--- src/rtl/ysyx_23060180_mem_arbiter.sv ---
// rtl/ysyx_23060180_mem_arbiter.sv - single-port memory arbiter between IFU and LSU
// One outstanding transaction, LSU priority with IFU starvation guard, response timeout.
module ysyx_23060180_mem_arbiter #(
  parameter int unsigned STARVE_LIMIT   = 4,
  parameter int unsigned TIMEOUT_CYCLES = 16
) (
  input  logic        clk,
  input  logic        rst,
  input  logic        ifu_req_valid,
  output logic        ifu_req_ready,
  input  logic [31:0] ifu_req_addr,
  output logic        ifu_resp_valid,
  output logic [31:0] ifu_resp_rdata,
  output logic        ifu_resp_err,
  input  logic        lsu_req_valid,
  output logic        lsu_req_ready,
  input  logic [31:0] lsu_req_addr,
  input  logic        lsu_req_wen,
  input  logic [31:0] lsu_req_wdata,
  input  logic [3:0]  lsu_req_wmask,
  output logic        lsu_resp_valid,
  output logic [31:0] lsu_resp_rdata,
  output logic        lsu_resp_err,
  output logic        mem_req_valid,
  input  logic        mem_req_ready,
  output logic [31:0] mem_req_addr,
  output logic        mem_req_wen,
  output logic [31:0] mem_req_wdata,
  output logic [3:0]  mem_req_wmask,
  input  logic        mem_resp_valid,
  input  logic [31:0] mem_resp_rdata,
  output logic        busy
);

  localparam int CW = (TIMEOUT_CYCLES > 1) ? $clog2(TIMEOUT_CYCLES) : 1;

  typedef enum logic [1:0] {
    IDLE  = 2'd0,
    ISSUE = 2'd1,
    WAIT  = 2'd2
  } state_t;

  state_t        state;
  logic          owner_lsu;
  logic [3:0]    starve_cnt;
  logic [CW-1:0] timeout_cnt;

  logic          lsu_win;
  logic          ifu_win;
  logic          timeout_hit;
  logic          resp_fire;
  logic          resp_err_next;
  logic [31:0]   resp_data_next;

  // IFU overrides LSU priority once it has been passed over STARVE_LIMIT times in a row.
  always_comb begin
    lsu_win        = lsu_req_valid && !(ifu_req_valid && (starve_cnt == 4'(STARVE_LIMIT)));
    ifu_win        = ifu_req_valid && !lsu_win;
    timeout_hit    = (TIMEOUT_CYCLES != 0) && (timeout_cnt == CW'(TIMEOUT_CYCLES - 1));
    resp_fire      = (state == WAIT) && (mem_resp_valid || timeout_hit);
    resp_err_next  = !mem_resp_valid;
    resp_data_next = mem_resp_valid ? mem_resp_rdata : 32'd0;
  end

  assign ifu_req_ready = (state == IDLE) && ifu_win;
  assign lsu_req_ready = (state == IDLE) && lsu_win;
  assign mem_req_valid = (state == ISSUE);
  assign busy          = (state != IDLE);

  always_ff @(posedge clk) begin
    if (rst) begin
      state          <= IDLE;
      owner_lsu      <= 1'b0;
      starve_cnt     <= 4'd0;
      timeout_cnt    <= '0;
      mem_req_addr   <= 32'd0;
      mem_req_wen    <= 1'b0;
      mem_req_wdata  <= 32'd0;
      mem_req_wmask  <= 4'd0;
      ifu_resp_valid <= 1'b0;
      ifu_resp_rdata <= 32'd0;
      ifu_resp_err   <= 1'b0;
      lsu_resp_valid <= 1'b0;
      lsu_resp_rdata <= 32'd0;
      lsu_resp_err   <= 1'b0;
    end else begin
      ifu_resp_valid <= 1'b0;
      ifu_resp_err   <= 1'b0;
      lsu_resp_valid <= 1'b0;
      lsu_resp_err   <= 1'b0;
      case (state)
        IDLE: begin
          if (lsu_win || ifu_win) begin
            owner_lsu     <= lsu_win;
            mem_req_addr  <= lsu_win ? lsu_req_addr : ifu_req_addr;
            mem_req_wen   <= lsu_win && lsu_req_wen;
            mem_req_wdata <= lsu_win ? lsu_req_wdata : 32'd0;
            mem_req_wmask <= lsu_win ? lsu_req_wmask : 4'd0;
            starve_cnt    <= (lsu_win && ifu_req_valid) ? starve_cnt + 4'd1 : 4'd0;
            state         <= ISSUE;
          end
        end
        ISSUE: begin
          if (mem_req_ready) begin
            timeout_cnt <= '0;
            state       <= WAIT;
          end
        end
        WAIT: begin
          if (resp_fire) begin
            if (owner_lsu) begin
              lsu_resp_valid <= 1'b1;
              lsu_resp_rdata <= resp_data_next;
              lsu_resp_err   <= resp_err_next;
            end else begin
              ifu_resp_valid <= 1'b1;
              ifu_resp_rdata <= resp_data_next;
              ifu_resp_err   <= resp_err_next;
            end
            state <= IDLE;
          end else begin
            timeout_cnt <= timeout_cnt + CW'(1);
          end
        end
        default: state <= IDLE;
      endcase
    end
  end

endmodule

--- config.mk ---
export PLATFORM = sky130hd
export DESIGN_NAME = ysyx_23060180_mem_arbiter
export DESIGN_NICKNAME = d
export VERILOG_FILES = /design/src/rtl/ysyx_23060180_mem_arbiter.sv
export SDC_FILE = /design/constraint.sdc
export NUM_CORES = 1
export LEC_CHECK = 0
export ABC_CLOCK_PERIOD_IN_PS = 1910
export CORE_UTILIZATION = 30
export CTS_BUF_LIST = sky130_fd_sc_hd__clkbuf_8
export DETAILED_ROUTE_END_ITERATION = 10
export HOLD_SLACK_MARGIN = 0.06
export PLACE_DENSITY_LB_ADDON = 0.3
export SYNTH_ARGS = -nofsm -noshare
export SYNTH_HDL_FRONTEND = slang
export SYNTH_SLANG_ARGS = --single-unit
--- constraint.sdc ---
create_clock -name clk -period 1.91 [get_ports clk]
set_input_delay 0.2865 -clock clk [delete_from_list [all_inputs] [get_ports clk]]
set_output_delay 0.2865 -clock clk [all_outputs]
set_load 0.02 [all_outputs]
Yosys cells after proc, flatten, opt, wreduce, memory -nomap -nowiden
Index checks and enable logic that the tools add are counted.
{"block": "classes", "order_cmp": 0, "bitwise": 3, "shifts": 0, "n_mux": 14, "n_mul": 0, "eq_ne": 8, "n_reduce_logical": 24, "n_div": 0, "n_addsub": 2}
{"cell": "32-bit two-way mux", "n": 3}
{"cell": "4-bit two-way mux", "n": 4}
{"cell": "3-bit AND reduction", "n": 4}
{"cell": "4-bit by 1-bit adder with 4-bit output, second input constant", "n": 2}
{"cell": "1-bit logical AND", "n": 8}
{"cell": "4-bit case mux with 2 select lines", "n": 1}
{"cell": "4-bit OR reduction", "n": 2}
{"cell": "2-bit two-way mux", "n": 3}
{"cell": "2-bit case mux with 3 select lines", "n": 1}
{"cell": "4-bit by 3-bit equality test with 1-bit output, second input constant", "n": 1}
{"cell": "4-bit equality test, second input constant", "n": 1}
{"cell": "2-bit by 1-bit inequality test with 1-bit output, second input constant", "n": 2}
{"cell": "2-bit inequality test, second input constant", "n": 2}
{"cell": "2-bit nonzero test", "n": 2}
{"cell": "1-bit logical NOT", "n": 3}
{"cell": "1-bit inverter", "n": 3}
{"cell": "3-bit OR reduction", "n": 1}
{"cell": "2-bit by 1-bit equality test with 1-bit output, second input constant", "n": 1}
{"cell": "2-bit equality test, second input constant", "n": 1}
{"cell": "2-bit logical NOT", "n": 1}
{"cell": "1-bit logical OR", "n": 2}
{"cell": "1-bit two-way mux", "n": 2}
{"cell": "2-bit AND reduction", "n": 1}
{"block": "word_totals", "in_bits": 139, "memories": 0, "ram_bits": 0, "rom_bits": 0, "word_cells": 65, "ff_bits": 148, "latch_bits": 0, "output_inout_bits": 141}

Depth between registers and ports, before layout
Gate-level depths: netlist (run 1).
{"block": "logic_depth", "ltp_word": 9, "ltp_mapped": 8, "ltp_nobuf": 6}

Least setup slack after synthesis (run 1)
Ideal clock, no wire load.
{"block": "synth_path", "path_type": "register to output", "startpoint": "reg starve_cnt[0]", "endpoint": "out ifu_req_ready", "path_buffers": 2, "arrival_ps": 1409, "required_ps": 1623, "path_stages_with_launch": 8, "path_slack_ps": 215, "path_cell_list": "dfxtp_1 inv_1 ha_1 nand4b_1 and2_1 buf_2 buf_2 nor2_1"}
{"block": "synth_via", "elab_chain_cells": 7}
{"element": "start, declared", "line_no": "45", "text": "logic [3:0] starve_cnt;"}
{"element": "start signal, assigned", "line_no": "99", "text": "starve_cnt <= (lsu_win && ifu_req_valid) ? starve_cnt + 4'd1 : 4'd0;"}
{"element": "4-bit by 3-bit equality test with 1-bit output", "line_no": "57", "text": "lsu_win = lsu_req_valid && !(ifu_req_valid && (starve_cnt == 4'(STARVE_LIMIT)));"}
{"element": "1-bit logical AND", "line_no": "57"}
{"element": "1-bit logical NOT", "line_no": "57"}
{"element": "1-bit logical AND", "line_no": "57"}
{"element": "1-bit logical NOT", "line_no": "58", "text": "ifu_win = ifu_req_valid && !lsu_win;"}
{"element": "1-bit logical AND", "line_no": "58"}
{"element": "1-bit logical AND", "line_no": "65", "text": "assign ifu_req_ready = (state == IDLE) && ifu_win;"}
{"element": "end, declared", "line_no": "10", "text": "output logic ifu_req_ready,"}
Every way passes these cells.

Worst setup path in the final report (run 1)
{"block": "layout_path", "startpoint": "reg state[1]", "endpoint": "out busy"}
{"block": "layout_via", "elab_chain_cells": 1}
{"element": "start, declared", "line_no": "43", "text": "state_t state;"}
{"element": "start signal, assigned", "line_no": "72", "text": "state <= IDLE;"}
{"element": "start signal, assigned", "line_no": "100", "text": "state <= ISSUE;"}
{"element": "start signal, assigned", "line_no": "106", "text": "state <= WAIT;"}
{"element": "2-bit nonzero test", "line_no": "68", "text": "assign busy = (state != IDLE);"}
{"element": "end, declared", "line_no": "32", "text": "output logic busy"}
Every way passes these cells.

==> results of run 1 <==
==> flip-flops by register name (all words and copies together) (netlist names) <==
| register | cells |
|---|---|
| lsu_resp_err | 1 |
| timeout_cnt | 4 |
| owner_lsu | 1 |
| lsu_resp_rdata | 32 |
| mem_req_wdata | 32 |
| ifu_resp_err | 1 |
| mem_req_wen | 1 |
| starve_cnt | 4 |
| state | 2 |
| ifu_resp_valid | 1 |
| mem_req_addr | 32 |
| mem_req_wmask | 4 |
| lsu_resp_valid | 1 |
| ifu_resp_rdata | 32 |
==> report_power, final <==
group / switching (uW) / total (uW) / internal [uW]
logic: 696 / 1420 / 728
registers: 80.2 / 3310 / 3230
clock network: 1320 / 2380 / 1060
==> how the worst max path moves through the flow <==
stage / to / slack [ns] / cells after the start
finish: busy / 0.11 / 4
global route: ifu_req_ready / -0.007 / 6
CTS: lsu_req_ready / -0.009 / 5
detailed placement: ifu_req_ready / -0.22 / 5
global placement: ifu_req_ready / -0.20 / 5
floorplan: ifu_req_ready / 0.21 / 7
==> cell usage after synthesis (all sizes together), types with 2 or more instances <==
| master | number |
|---|---|
| a211oi | 32 |
| a21oi | 103 |
| a22oi | 38 |
| a31oi | 3 |
| and2 | 2 |
| buf | 37 |
| clkbuf | 24 |
| dfxtp | 148 |
| ha | 3 |
| inv | 3 |
| nand2 | 108 |
| nand2b | 2 |
| nand3 | 68 |
| nand3b | 2 |
| nor2 | 83 |
| nor3 | 4 |
| nor4 | 2 |
| o21ai | 2 |
| or3 | 2 |
==> area by class of cell <==
cell class	instances	share of cell area, %
multi-input combinational	464	26.36
clock buffer	17	2.547
inverter	3	0.1226
clock inverter	15	1.594
sequential	148	32.27
tap	229	3.119
timing repair buffer	306	34.00
==> critical path: cells and delay by family, from the launching register on <==
kind / cells / cell delay (ns)
simple gates: 1 / 0.07
buf+inv: 3 / 0.62
flops: 1 / 0.38
==> kinds of logic (layout without fill, tap and decap cells) <==
group,count (synthesis),in the layout,synth area share [%]
AO/OA/AOI/OAI,182,182,20.08
adder cells (fa/ha/maj),3,3,0.6628
AND/OR/NAND/NOR,278,278,21.27
multiplexers,1,1,0.1767
buffers and inverters,64,341,5.500
flip-flops,148,148,52.31
==> per-stage QoR <==
step / instance area [um2] / utilization (%) / setup TNS, ns / worst slack, ns
floorplan: 5664 / - / 0 / 0.2147
global placement: 8787 / 48.26 / -0.3842 / -0.2006
detailed placement: 8787 / 48.26 / -0.3949 / -0.2205
CTS: 9156 / 50.29 / -0.008866 / -0.008866
global route: 9186 / 50.45 / -0.01266 / -0.006948
finish: 9186 / 50.45 / 0 / 0.1124
==> layer usage <==
layer | part of all wire, % | vias up | global-route usage [%]
met5 | 0 | - | 0
met4 | 1.9 | 0 | 7.076
met3 | 7.1 | 23 | 5.919
met2 | 48 | 179 | 30.63
met1 | 43 | 2649 | 22.32
li1 | - | 2865 | -
==> what timing repair did <==
item                                    CTS  global route
endpoints found under the setup margin    4             3
pin swaps                                 0             4
gates resized for setup                  11            12
==> results.tsv, run 1 <==
metric	value	unit
largest net degree at the start of global routing	68	
worst hold path class	in -> reg	
sum of overflow across all layers after global routing	0	
post-layout minimum cycle time	1.798	ns
layout cell share with drive strength beyond 1	8.604	%
end of the worst hold path	lsu_resp_valid$_SDFF_PP0_	
CTS Buf Count	17	
Worst Skew	0.02009	ns
GR Util All Layers	18.51	%
Cells after Synth	676	
count of vias placed by the detailed router	5716	
number of distinct library cell variants in the gate-level netlist after synthesis	38	
clock-pin slew on the worst setup and hold paths	0.09	ns
post-DR wirelength/cell	15.22	um
number of design rule violations left after detail routing	0	
CTS Root Buffer Type	sky130_fd_sc_hd__clkbuf_8	
fraction of synthesized cell area taken by the top area cell type	52.31	%
Critical R2R Capture	ifu_resp_rdata[20]$_SDFFE_PP0P_	
post-synthesis sequential area ratio	52.31	%
commonest non-fill, non-tap cell in the layout	sky130_fd_sc_hd__clkdlybuf4s50_1	
arrival time at the worst endpoint	1.51	ns
Via density	4.836	
MaxCap Viol Count	0	
status	completed	
transition time of the tightest slew-check pin	0.5425	ns
hold bufs inserted after CTS	0	
Buffers on Ports	279	
Worst setup EP type	primary output	
Non-Filler Instances	1182	
CTS tree	yes	
largest area contributor in the netlist	sky130_fd_sc_hd__dfxtp_1	
launching instance or port of the critical path	state[1]$_SDFFE_PP0P_	
number of register bits inferred by synthesis	148	
worst supply voltage drop on vdd	0.4075	mV
CP max stage delay	0.38	ns
number of antenna violations at the first check in global routing	0	
site row count	49	
net count of the finished layout	1082	
hold path start	mem_resp_valid	
Top FF cell, synth	sky130_fd_sc_hd__dfxtp_1	
net count of the mapped netlist	818	
Mean Syn Cell Area	8.379	um2
worst r2r src	timeout_cnt[0]$_SDFFE_PP0P_	
Diodes inserted	0	
first-pass GRT wire length	28440	um
flop2flop setup slack	0.21	ns
Antenna Nets Post-Route	0	
initial detailed-routing violation count	276	
area of the die	19430	um2
placeable core region	18210	um2
Final Hold Vio Count	0	
critical path fanouts, max	4	
YS warnings	0	
cell depth of the worst min-delay path	3	
count of filler cells inserted in the layout	1700	
Total Wirelength	17990	um
most area-consuming cells after synthesis	sky130_fd_sc_hd__dfxtp_1, sky130_fd_sc_hd__a21oi_1, sky130_fd_sc_hd__nand2_1, sky130_fd_sc_hd__nand3_1, sky130_fd_sc_hd__nor2_1	
final number of max-transition violations	0	
post-layout total power	7121	uW
Post-Syn Area	5664	um2
HPWL reported at the end of detailed placement	12000	um
RSZ-0062 raised after global routing	yes	
Sequential Area	2964	um2
category of the critical setup timing path	reg -> out	
worst-path cell with the longest stage delay	sky130_fd_sc_hd__dfxtp_1	
critical path launch point type	flip-flop	
clk sinks	148	
Worst EP required	1.62	ns
number of cells traversed by the worst register-to-register path	6	
pwr dens	775.1	nW/um2
Worst-Skew Late Latency	0.45	ns
share of async-settable or async-resettable flops after synthesis	0	%
Vert. Die Dim	139.4	um
via count of the first global-routing pass	5555	
Detailed Routing Iterations Pass 1	5	
highest attainable clock frequency	556.3	MHz
leading cell types in the layout, fill and taps excluded	sky130_fd_sc_hd__clkdlybuf4s50_1, sky130_fd_sc_hd__dfxtp_1, sky130_fd_sc_hd__nand2_1, sky130_fd_sc_hd__a21oi_1, sky130_fd_sc_hd__nor2_1	
Syn-to-layout area delta	62.18	%
final setup vio count	0	
number of instances in the placed design	1150	
post-CTS setup-driven buffer insertion count	0	
die width	139.4	um
CP Cell Sequence	nor2_2 > buf_4 > inv_1 > clkdlybuf4s15_1	
placer's final routability congestion estimate	0.7771	
area of the multi-input gates	2421	um2
Leak Pwr	0.003242	uW
clk buf depth	2	
worst slew margin relative to its limit	63.84	%
EDFF count, synth	0	
period utilization	94.12	%
Ports	280	
initial core utilization	31.11	%
final-layout worst hold slack	0.2008	ns
total number of H-tree levels	4	
Note: power is estimated with default switching activity, not from simulation.
==> run 2: changes to the inputs <==
--- a/config.mk
+++ b/config.mk
@@ -6,7 +6,9 @@
 export NUM_CORES = 1
 export LEC_CHECK = 0
 export ABC_CLOCK_PERIOD_IN_PS = 1910
-export CORE_UTILIZATION = 30
+export CELL_PAD_IN_SITES_DETAIL_PLACEMENT = 1
+export CELL_PAD_IN_SITES_GLOBAL_PLACEMENT = 1
+export CORE_UTILIZATION = 29
 export CTS_BUF_LIST = sky130_fd_sc_hd__clkbuf_8
 export DETAILED_ROUTE_END_ITERATION = 10
 export HOLD_SLACK_MARGIN = 0.06
==> results.tsv, run 2 (synthesis gave the netlist of run 1 again) <==
metric	value	unit	change
Via density	4.776		was 4.836
Final Hold Vio Count	0		unchanged
Vert. Die Dim	141.8	um	was 139.4 um
worst-path cell with the longest stage delay	sky130_fd_sc_hd__dfxtp_1		unchanged
Antenna Nets Post-Route	0		unchanged
hold path start	mem_resp_valid		unchanged
period utilization	94.99	%	was 94.12%
CTS Root Buffer Type	sky130_fd_sc_hd__clkbuf_8		unchanged
transition time of the tightest slew-check pin	0.6692	ns	was 0.5425 ns
count of filler cells inserted in the layout	2208		was 1,700
GR Util All Layers	20.03	%	was 18.51%
CP max stage delay	0.38	ns	about the same
placer's final routability congestion estimate	0.7676		was 0.7771
layout cell share with drive strength beyond 1	8.700	%	was 8.604%
area of the die	20090	um2	was 19,430 um2
via count of the first global-routing pass	5848		was 5,555
area post-placement	8808	um2	was 8787 um2
Leak Pwr	0.003256	uW	was 0.003242 uW
post-layout minimum cycle time	1.814	ns	was 1.798 ns
number of buffers and inverters on the critical path	3		unchanged
number of instances in the placed design	1182		was 1,150
Detailed Routing Iterations Pass 1	4		was 5
leading cell types in the layout, fill and taps excluded	sky130_fd_sc_hd__clkdlybuf4s50_1, sky130_fd_sc_hd__dfxtp_1, sky130_fd_sc_hd__nand2_1, sky130_fd_sc_hd__a21oi_1, sky130_fd_sc_hd__nor2_1		unchanged
highest attainable clock frequency	551.2	MHz	was 556.3 MHz
worst r2r src	timeout_cnt[0]$_SDFFE_PP0P_		unchanged
number of antenna violations at the first check in global routing	0		unchanged
HPWL reported at the end of detailed placement	14110	um	was 12,000 um
hold bufs inserted after CTS	0		unchanged
Worst EP required	1.62	ns	about the same
clk sinks	148		unchanged
count of vias placed by the detailed router	5798		was 5,716
site row count	50		was 49
MaxCap Viol Count	0		unchanged
Diodes inserted	0		unchanged
Syn-to-layout area delta	62.91	%	was 62.18%
RSZ-0062 raised after global routing	no		was yes
commonest non-fill, non-tap cell in the layout	sky130_fd_sc_hd__clkdlybuf4s50_1		unchanged
worst hold path class	in -> reg		unchanged
category of the critical setup timing path	reg -> out		unchanged
arrival time at the worst endpoint	1.53	ns	was 1.51 ns
sum of overflow across all layers after global routing	0		unchanged
initial core utilization	29.98	%	was 31.11%
post-CTS setup-driven buffer insertion count	0		unchanged
Buffers on Ports	279		unchanged
status	completed		unchanged
Total Wirelength	20080	um	was 17,990 um
setup TNS	0	ns	unchanged
final-layout worst hold slack	0.2042	ns	was 0.2008 ns
clock-pin slew on the worst setup and hold paths	0.08	ns	was 0.09 ns
initial detailed-routing violation count	149		was 276
number of design rule violations left after detail routing	0		unchanged
CTS Buf Count	17		unchanged
largest net degree at the start of global routing	67		was 68
post-DR wirelength/cell	16.54	um	was 15.22 um
Layout Cell Area excl Fill	9228	um2	was 9186 um2
final number of max-transition violations	0		unchanged
critical path fanouts, max	4		unchanged
Non-Filler Instances	1214		was 1,182
Worst Skew	0.01391	ns	was 0.02009 ns
worst slew margin relative to its limit	55.39	%	was 63.84%
worst supply voltage drop on vdd	0.4156	mV	was 0.4075 mV
clk buf depth	2		unchanged
net count of the finished layout	1083		was 1,082
post-layout utilization of the core	48.84	%	was 50.45%
Worst-Skew Late Latency	0.44	ns	was 0.45 ns
Ports	280		unchanged
Worst setup EP type	primary output		unchanged
CP Cell Sequence	nor2_2 > buf_4 > inv_1 > dlygate4sd2_1		was nor2_2 > buf_4 > inv_1 > clkdlybuf4s15_1
CTS tree	yes		unchanged
launching instance or port of the critical path	state[1]$_SDFFE_PP0P_		unchanged
die width	141.8	um	was 139.4 um
final setup vio count	0		unchanged
total number of H-tree levels	4		unchanged
CP delay by family, top	buffers and inverters		unchanged
placeable core region	18890	um2	was 18,210 um2
pwr dens	787.2	nW/um2	was 775.1 nW/um2
first-pass GRT wire length	31390	um	was 28,440 um
critical path launch point type	flip-flop		unchanged
## run 2: cell types whose count changed in the layout (fill, tap and decap cells not counted), sizes merged
cell           before  now
clkinv              2    5
clkinvlp            4    1
buf                31   32
bufinv              1    2
clkdlybuf4s15       1    0
dlygate4sd2         1    2
inv                11   10
## run 2: worst register-to-register path, delay by kind of cell (launching register included)
family	cells	cell delay, ns
compound gates	2	0.19
fa+ha+maj	1	0.27
buf+inv	1	0.26
flops	1	0.38
simple gates	2	0.49
## run 2: path summary, 6_finish.rpt
kind / end / depth (start not counted) / slack, ns
setup / recovery: busy / 4 / 0.1
hold / removal: lsu_resp_valid$_SDFF_PP0_ / 3 / 0.20
setup reg to reg: ifu_resp_rdata[28]$_SDFFE_PP0P_ / 6 / 0.18
hold reg to reg: lsu_resp_rdata[31]$_SDFFE_PP0P_ / 2 / 0.45
## run 2: metal layers
metal	global-route usage, %	vias up	part of all wire (%)
met1	24.00	2733	44
li1	-	2875	-
met3	6.480	18	6.9
met2	33.89	172	48
met5	0	-	0
met4	6.282	0	1.5
## run 2: power breakdown
group,switching [uW],internal [uW],leakage (uW)
logic,721,724,0.00185
clock network,1310,1200,0.000204
registers,81.0,3230,0.00121
## run 2: repair_timing
item | CTS | global route
gates resized for setup | 12 | 9
pin swaps | 0 | 3
setup endpoints to repair | 4 | 13
## run 2: area by class of cell
cell class | instances | area (um2) | share of cell area [%]
flip-flops and latches | 148 | 2964 | 32.12
clock buffers | 17 | 234.0 | 2.536
inverters | 3 | 11.26 | 0.1220
multi-input cells | 464 | 2421 | 26.24
repair buffers | 307 | 3104 | 33.64
well taps | 260 | 325.3 | 3.525
clock inverters | 15 | 167.7 | 1.817
## run 2: stage by stage
stage,total power [uW],worst slack [ns]
3_3_place_gp,4820,-0.2259
5_1_grt,7620,0.005891
2_1_floorplan,4028,0.2147
6_report,7264,0.09574
3_5_place_dp,4837,-0.2339
4_1_cts,7374,0.001373
